### src/rtl/beta_pkg.sv
// Shared types and constants for the Beta register file.
package beta_pkg;

   localparam int unsigned WORD_W     = 32;
   localparam int unsigned REG_ADDR_W = 5;
   localparam logic [REG_ADDR_W-1:0] R31 = 5'd31;

   typedef enum logic {
      RF_CLEAR = 1'b0,
      RF_READY = 1'b1
   } rf_state_t;

endpackage

### src/rtl/beta_rf_wdec.sv
// One-hot write-enable decoder; the top entry (hard-wired zero register) never enables.
module beta_rf_wdec #(
   parameter int unsigned N  = 32,
   parameter int unsigned AW = 5
) (
   input  logic [AW-1:0] addr,
   input  logic          en,
   output logic [N-1:0]  we
);

   always_comb begin
      we = '0;
      if (en) we[addr] = 1'b1;
      we[N-1] = 1'b0;
   end

endmodule

### src/rtl/beta_regfile.sv
// Beta 32x32 register file: two combinational read ports, one write port, post-reset clear.
// Optional write-through read bypass when REGFILE_BYPASS_EN is defined.
module beta_regfile
   import beta_pkg::*;
#(
   parameter int unsigned WIDTH = WORD_W,
   parameter int unsigned NREGS = 32
) (
   input  logic                     clk,
   input  logic                     reset,
   input  logic [$clog2(NREGS)-1:0] ra1,
   output logic [WIDTH-1:0]         rd1,
   input  logic [$clog2(NREGS)-1:0] ra2,
   output logic [WIDTH-1:0]         rd2,
   input  logic [$clog2(NREGS)-1:0] wa,
   input  logic [WIDTH-1:0]         wd,
   input  logic                     werf,
   output logic                     busy
);

   localparam int unsigned AW = $clog2(NREGS);
   localparam logic [AW-1:0] ZERO_REG = AW'(NREGS - 1);
   localparam logic [AW-1:0] LAST_CLR = AW'(NREGS - 2);

   rf_state_t        state_q, state_d;
   logic [AW-1:0]    cnt_q, cnt_d;
   logic [WIDTH-1:0] mem_q [NREGS];

   logic [AW-1:0]    dec_addr;
   logic             dec_en;
   logic [NREGS-1:0] we;
   logic [WIDTH-1:0] wdata;

   // State register
   always_ff @(posedge clk) begin
      if (reset) begin
         state_q <= RF_CLEAR;
         cnt_q   <= '0;
      end else begin
         state_q <= state_d;
         cnt_q   <= cnt_d;
      end
   end

   // Next-state: clear walks R0..R(NREGS-2), then parks in READY
   always_comb begin
      state_d = state_q;
      cnt_d   = cnt_q;
      case (state_q)
         RF_CLEAR: begin
            cnt_d = cnt_q + 1'b1;
            if (cnt_q == LAST_CLR) state_d = RF_READY;
         end
         RF_READY: ;
         default: begin
            state_d = RF_CLEAR;
            cnt_d   = '0;
         end
      endcase
   end

   // Outputs: the sequencer owns the write port while clearing
   always_comb begin
      busy     = 1'b1;
      dec_addr = wa;
      dec_en   = 1'b0;
      wdata    = wd;
      case (state_q)
         RF_CLEAR: begin
            dec_addr = cnt_q;
            dec_en   = ~reset;
            wdata    = '0;
         end
         RF_READY: begin
            busy   = 1'b0;
            dec_en = werf & ~reset;
         end
         default: ;
      endcase
   end

   beta_rf_wdec #(.N(NREGS), .AW(AW)) u_wdec (
      .addr (dec_addr),
      .en   (dec_en),
      .we   (we)
   );

   always_ff @(posedge clk) begin
      for (int i = 0; i < NREGS; i++) begin
         if (we[i]) mem_q[i] <= wdata;
      end
   end

   always_comb begin
      rd1 = '0;
      rd2 = '0;
      if (!busy && ra1 != ZERO_REG) rd1 = mem_q[ra1];
      if (!busy && ra2 != ZERO_REG) rd2 = mem_q[ra2];
`ifdef REGFILE_BYPASS_EN
      if (!busy && werf && wa != ZERO_REG && ra1 == wa) rd1 = wd;
      if (!busy && werf && wa != ZERO_REG && ra2 == wa) rd2 = wd;
`endif
   end

endmodule
### config.mk
export PLATFORM = sky130hd
export DESIGN_NAME = beta_regfile
export DESIGN_NICKNAME = d
export VERILOG_FILES = /design/src/rtl/beta_pkg.sv /design/src/rtl/beta_rf_wdec.sv /design/src/rtl/beta_regfile.sv
export SDC_FILE = /design/constraint.sdc
export NUM_CORES = 1
export LEC_CHECK = 0
export ABC_CLOCK_PERIOD_IN_PS = 3700
export CAP_MARGIN = 0
export CORE_ASPECT_RATIO = 2
export CORE_MARGIN = 5
export CORE_UTILIZATION = 46
export CTS_BUF_LIST = sky130_fd_sc_hd__clkbuf_4 sky130_fd_sc_hd__clkbuf_8
export CTS_CLUSTER_DIAMETER = 30
export DETAILED_ROUTE_END_ITERATION = 8
export PLACE_DENSITY = 0.72
export SYNTH_ARGS = -nofsm -noshare
export SYNTH_HDL_FRONTEND = slang
export SYNTH_SLANG_ARGS = --single-unit
### constraint.sdc
create_clock -name clk -period 3.7 [get_ports clk]
set_clock_uncertainty 0.2 [all_clocks]
set_input_delay 1.11 -clock clk [delete_from_list [all_inputs] [get_ports clk]]
set_output_delay 1.11 -clock clk [all_outputs]
set_load 0.05 [all_outputs]
-- Yosys cells after proc, flatten, opt, wreduce, memory -nomap -nowiden
Memories as Yosys holds them, arrays and structs flattened.
Cells that the tools add are included.
- add/subtract/negate cells: 1
- $lt $le $gt $ge: 2
- equal/unequal tests: 3
- muxes and demuxes: 163
- bitwise logic cells: 3
- reduce and logical (&&, ||, !) cells: 33
- operators by type and width (operator ; count):
    $mux 32 ; 33
    $reduce_or 32->1 ; 30
    $mux 5 ; 31
    $mux 1 ; 96
    $mux 31 ; 1
    $ne 5x5->1 const B ; 2
    $lt 5x6->1 const B ; 1
    $add 5x1->5 const B ; 1
    $demux 1 s5 ; 1
    $eq 5x5->1 const B ; 1
    $ge 5x1->1 const B ; 1
    $logic_and 1x1->1 ; 3
    $not 1->1 ; 2
    $pmux 1 s2 ; 1
    $and 1x1->1 ; 1
- flip-flop bits (word level): 6
- memory bits (writable): 1024
- input port bits: 50
- output and inout bits: 65
- word-level logic and storage cells: 208
- memories kept: 1
- memories (name ; words ; width ; rd ports ; clocked after memory_dff ; wr ports ; RTL line ; RTL):
    mem_q ; 32 ; 32 ; 2 ; 0 ; 1 ; beta_regfile.sv:27 ; logic [WIDTH-1:0] mem_q [NREGS];

-- Depth between registers and ports, before layout
- depth after elaboration: 39
- mapped depth: 10
- mapped depth without buffers: 5

-- By module
From an unflattened synthesis, not the netlist that was laid out.
- cell total of the unflattened synthesis: 2657
- area, all modules: 49527.5 sq um
- by module, submodules not included (module ; instances ; cells an instance ; area each (sq um) ; seq. area each (sq um)):
    beta_regfile ; 1 ; 2609 ; 49289.8 ; 30869.6
    beta_rf_wdec ; 1 ; 48 ; 237.7 ; 0.0

-- Worst setup path after synthesis
No wires, ideal clock.
- path kind: input-to-output
- from: input port ra1[0]
- to: output port rd1[23]
- arrival time: 3.527 ns
- data required time: 2.390 ns
- slack: -1.137 ns
- cell stages on the path: 9
- path buffers: 6
- cells stage by stage: buf_4 buf_8 buf_6 buf_6 buf_4 buf_4 a31oi_1 o211ai_1 a311oi_1
- longest elaborated chain between the ends: 3
- elaborated cells between the ends (all ways): 4
- those cells by class: eq/ne: 1; mux: 1; reduce/logical: 1; memory: 1
- RTL lines (what ; RTL line ; RTL):
    start: declaration ; beta_regfile.sv:11 ; input logic [$clog2(NREGS)-1:0] ra1,
    parallel branches: the longest is 2 deep, another holds $mem_v2 32x32 ; -- ;
    $mux 32 * ; beta_regfile.sv:97 ; if (!busy && ra1 != ZERO_REG) rd1 = mem_q[ra1];
    end: declaration ; beta_regfile.sv:12 ; output logic [WIDTH-1:0] rd1,
Mark *: on every way between the ends.

-- Worst setup path after layout
- from: input port ra2[0]
- to: output port rd2[14]
- longest elaborated chain between the ends: 3
- elaborated cells between the ends (all ways): 4
- those cells by class: eq/ne: 1; mux: 1; reduce/logical: 1; memory: 1
- RTL lines (what ; RTL line ; RTL):
    start: declaration ; beta_regfile.sv:13 ; input logic [$clog2(NREGS)-1:0] ra2,
    parallel branches: the longest is 2 deep, another holds $mem_v2 32x32 ; -- ;
    $mux 32 * ; beta_regfile.sv:98 ; if (!busy && ra2 != ZERO_REG) rd2 = mem_q[ra2];
    end: declaration ; beta_regfile.sv:14 ; output logic [WIDTH-1:0] rd2,
Marked as above.

==> out/results.txt <==
Setup repair after global routing could not meet its margin everywhere. The run gives 235000 um as the first-pass GRT wire length. The cell type of the slowest stage on the worst timing path was a311oi_4. The largest fanout on the critical path was 10.

At the worst endpoint, the required time is 2.39 ns. Setup violations remaining at the end of the flow were counted as 64. Measured along the x axis, the die boundary spans 236 um. Including well taps, the total number of placed cells is 4243. The logs give 0.610 for the utilization after layout and 0.0622 for the routing usage on met3. The async set-or-reset flop fraction in the synthesized netlist is 0, and the ratio of cells with drive above 1 in the final layout is 0.484. The run gives 0.330 as the global routing usage on met1. The logs give 3.00 ns for the endpoint arrival time on the critical path and 109000 um2 for the area enclosed by the die boundary. Violation count after the first detailed-route iteration: 3911. After global routing, the most crowded layer is met2. The count of buffer and inverter cells on the critical path came out at 5.

Instance count on the critical path: 9. The run finished, with violations left. Leaving out filler cells and counting taps, the final layout contains 4620. The type of the worst setup path was primary input to output port.

For this run, the leading register cell type out of synthesis is edfxtp_1. The clock drives 998 sinks. Relative to the synthesized area, the layout overhead comes to 31.7%. The cell area after synthesis came out at 46900 um2.

After routing the design area is 61700 um2. For this run, the top clock speed supported by timing is 0.232 GHz. Number of cells traversed by the worst register-to-register path: 5. Number of CTS-inserted buffers: 143. Counting every net in the synthesized netlist gives 2620. The nature of the critical path startpoint is a primary input. For the overall power of the completed layout, the log shows 24.4 mW. The routed design could run at a clock period as short as 4.31 ns. The run gives 33 as the maximum number of pins on one net before global-route repair. The worst register-to-register path ends at mem_q[24][24]. The count of buffers added on input and output ports is 114.

The tools report the startpoint of the worst hold path as cnt_q[4]. The final setup slack of the worst path is -0.611 ns, and the worst-margin pin slew is 1.16 ns. STA classifies the critical path endpoint as an output port. The tools report the reported max-cap violation count as 0. In the routed design, unresolved DRC markers number 0. Clock-pin slew was measured on the worst setup and hold paths at 0.07 ns. For this design the top-level I/O count stands at 115. Cell repeated most along the worst path: buf_12. Yosys mapped the design onto 59 distinct sky130hd cell types. The number of hold buffers added after CTS was 0. The worst hold path belongs to the class flop to flop. For the relative slew slack, the log shows 0.227. TritonCTS built the clock tree. The logs give 313 uV for the peak supply drop and 0.638 for the post-synthesis sequential area ratio. For the final routed database, the setup TNS stands at -32.05 ns. The number of global-route vias before repair is 33826. The cell accounting for the most synthesized area was edfxtp_1.

The met2 demand-to-capacity share in global routing is 0.513. The final reports fail on negative setup slack. The worst setup slack for register-to-register paths is 0.95 ns, and the period utilization is 1.17.

The total of flip-flops plus latches after synthesis came out at 998. The power per cell area works out to 395 nW/um2. Summing all placed instances gives a cell area of 55100 um2.

After synthesis, the cell types taking the most area are edfxtp_1 (64%), mux4_2 (17%), mux2i_1 (4.8%), mux2_2 (2.0%), a22oi_1 (0.88%). In the final routed layout, each cell accounts on average for 36.1 um. The number of antenna violations at the first check in global routing was 3. Gate count after technology mapping: 2568. The source of the worst register-to-register timing path was state_q.

After the last flow step, the layout net total stands at 3216. The post-detailed-route via-to-cell ratio came out at 6.81. The library cell used most frequently in the layout, excluding fill and tap cells, is edfxtp_1. The run gives 0 as the max-slew violation count. In this run the vertical extent of the chip is 462 um.

Via total after detailed routing: 31449. Hold is met by 0.343 ns. Total congestion overflow: 0. The total routing usage reported by global routing is 0.300.

The run gives 0.892 as the last weighted congestion value of the routability-driven placer. The analysis attributes to cell leakage a power of 20.4 nW. The number of search-and-repair iterations in the first detailed-routing pass was 6; the clock network latency to the later pin of the worst-skew pair was 0.81 ns. The worst hold path passes through 2 cells. Counting flops with a built-in enable in the synthesized netlist gives 992. The run gives 0 as the number of hold violations in the final report. The area share of the leading cell type in the synthesized netlist is 0.635.

After legalization and detailed placement, the total HPWL measured 104000 um. Kind of cell adding the most delay to the critical path: buffers and inverters. The H-tree generated during clock tree synthesis spans 4 levels. Before CTS, the worst setup slack after placement is -0.836 ns. The routed design has 167000 um of wire. For hold timing, the worst endpoint is state_q.

The average footprint of a synthesized cell was 18.3 um2. The placement row count was 165. The Yosys step of the flow raised 0 warnings. The library cells used most frequently in the layout, excluding fill and tap cells, are edfxtp_1 (992), mux4_2 (356), buf_4 (322). The total area inside the core boundary comes to 101000 um2. Buffer type at the clock tree root: clkbuf_8.

Delay of the slowest cell on the worst path: 0.53 ns. Walking the worst path, the cells encountered are buf_16, buf_4, buf_12, nor2b_1, buf_6, a22oi_2, nand3_2, a311oi_4, buf_12. The clock passes through at most 3 buffers. For the initial core utilization, the log shows 0.464.

The number of antenna-violating nets in the routed design came out at 0.
## sequential cells by signal, summed over array words and instances, names as in the netlist
name	cells
mem_q	992
cnt_q	5
state_q	1
## how the worst max path moves through the flow
| stage | start | endpoint | slack (ns) |
|---|---|---|---|
| floorplan | ra2[0] | rd2[1] | -0.40 |
| finish | ra2[0] | rd2[14] | -0.61 |
| detailed placement | ra1[0] | rd1[3] | -0.84 |
| CTS | ra1[0] | rd1[9] | -0.60 |
| global placement | ra2[1] | rd2[27] | -0.81 |
| global route | ra2[0] | rd2[16] | -0.64 |
## worst reg2reg max path, cell delays in order, from the launching register on
cell      delay [ns]
dfxtp_2         0.35
clkinv_1        0.37
o32ai_1         0.52
nand2_1         0.38
nor2_4          0.23
buf_12          0.31
## logic make-up after synthesis
logic type | after synthesis | synth area share
AOI/OAI and AO/OA | 424 | 0.0668
muxes | 666 | 0.241
xor gates and xnor gates | 3 | 0.000560
and+or+nand+nor | 250 | 0.0263
adders and majority gates | 2 | 0.000534
buffers and inverters | 225 | 0.0274
DFF | 998 | 0.638
## cell type report
cell class | instances | area (um2)
Multi-Input combinational cell | 1345 | 18600
Clock buffer | 176 | 2230
Antenna cell | 2 | 5.00
Inverter | 11 | 43.8
Fill cell | 6903 | 39400
Clock inverter | 87 | 733
Timing Repair Buffer | 665 | 8560
Tap cell | 1336 | 1670
Sequential cell | 998 | 29900
## report_power, final
group / internal [mW] / leakage [nW] / switching [mW]
clock network: 4.71 / 1.52 / 4.55
registers: 12.3 / 8.75 / 0.0398
logic: 1.38 / 10.2 / 1.41
## routing by layer
metal  share of wire  wire (um)
met1            0.30      50700
met2            0.50      83100
met3            0.10      16900
met4           0.096      16100
met5               0          0
## synthesized netlist by cell type (all sizes together), types with 2 or more instances
cell,n
mux4,358
nor2b,21
a311oi,41
and3,2
a22oi,55
a21oi,45
o221a,10
clkbuf,88
nand2,65
edfxtp,992
nor2,64
mux2i,223
o22a,2
o221ai,32
o211ai,13
clkinv,2
buf,126
o21a,8
nand2b,27
a211oi,8
a2111oi,9
and3b,2
xor2,2
inv,9
nor3b,2
and2,45
a211o,21
nand4,2
o22ai,43
dfxtp,6
o211a,4
nand3b,2
mux2,85
o2111ai,3
nand3,11
a31oi,14
nor4,2
a221oi,41
a22o,6
ha,2
nor3,4
o21ai,63
a32o,3
## repair_timing
| action | in CTS | in global routing |
|---|---|---|
| resized for setup | 301 | 148 |
| endpoints found under the setup margin | 64 | 64 |
| cloned | 30 | 3 |
| setup buffers | 70 | 28 |
| pin swaps | 70 | 91 |
Power figures use the tool's default switching activity.
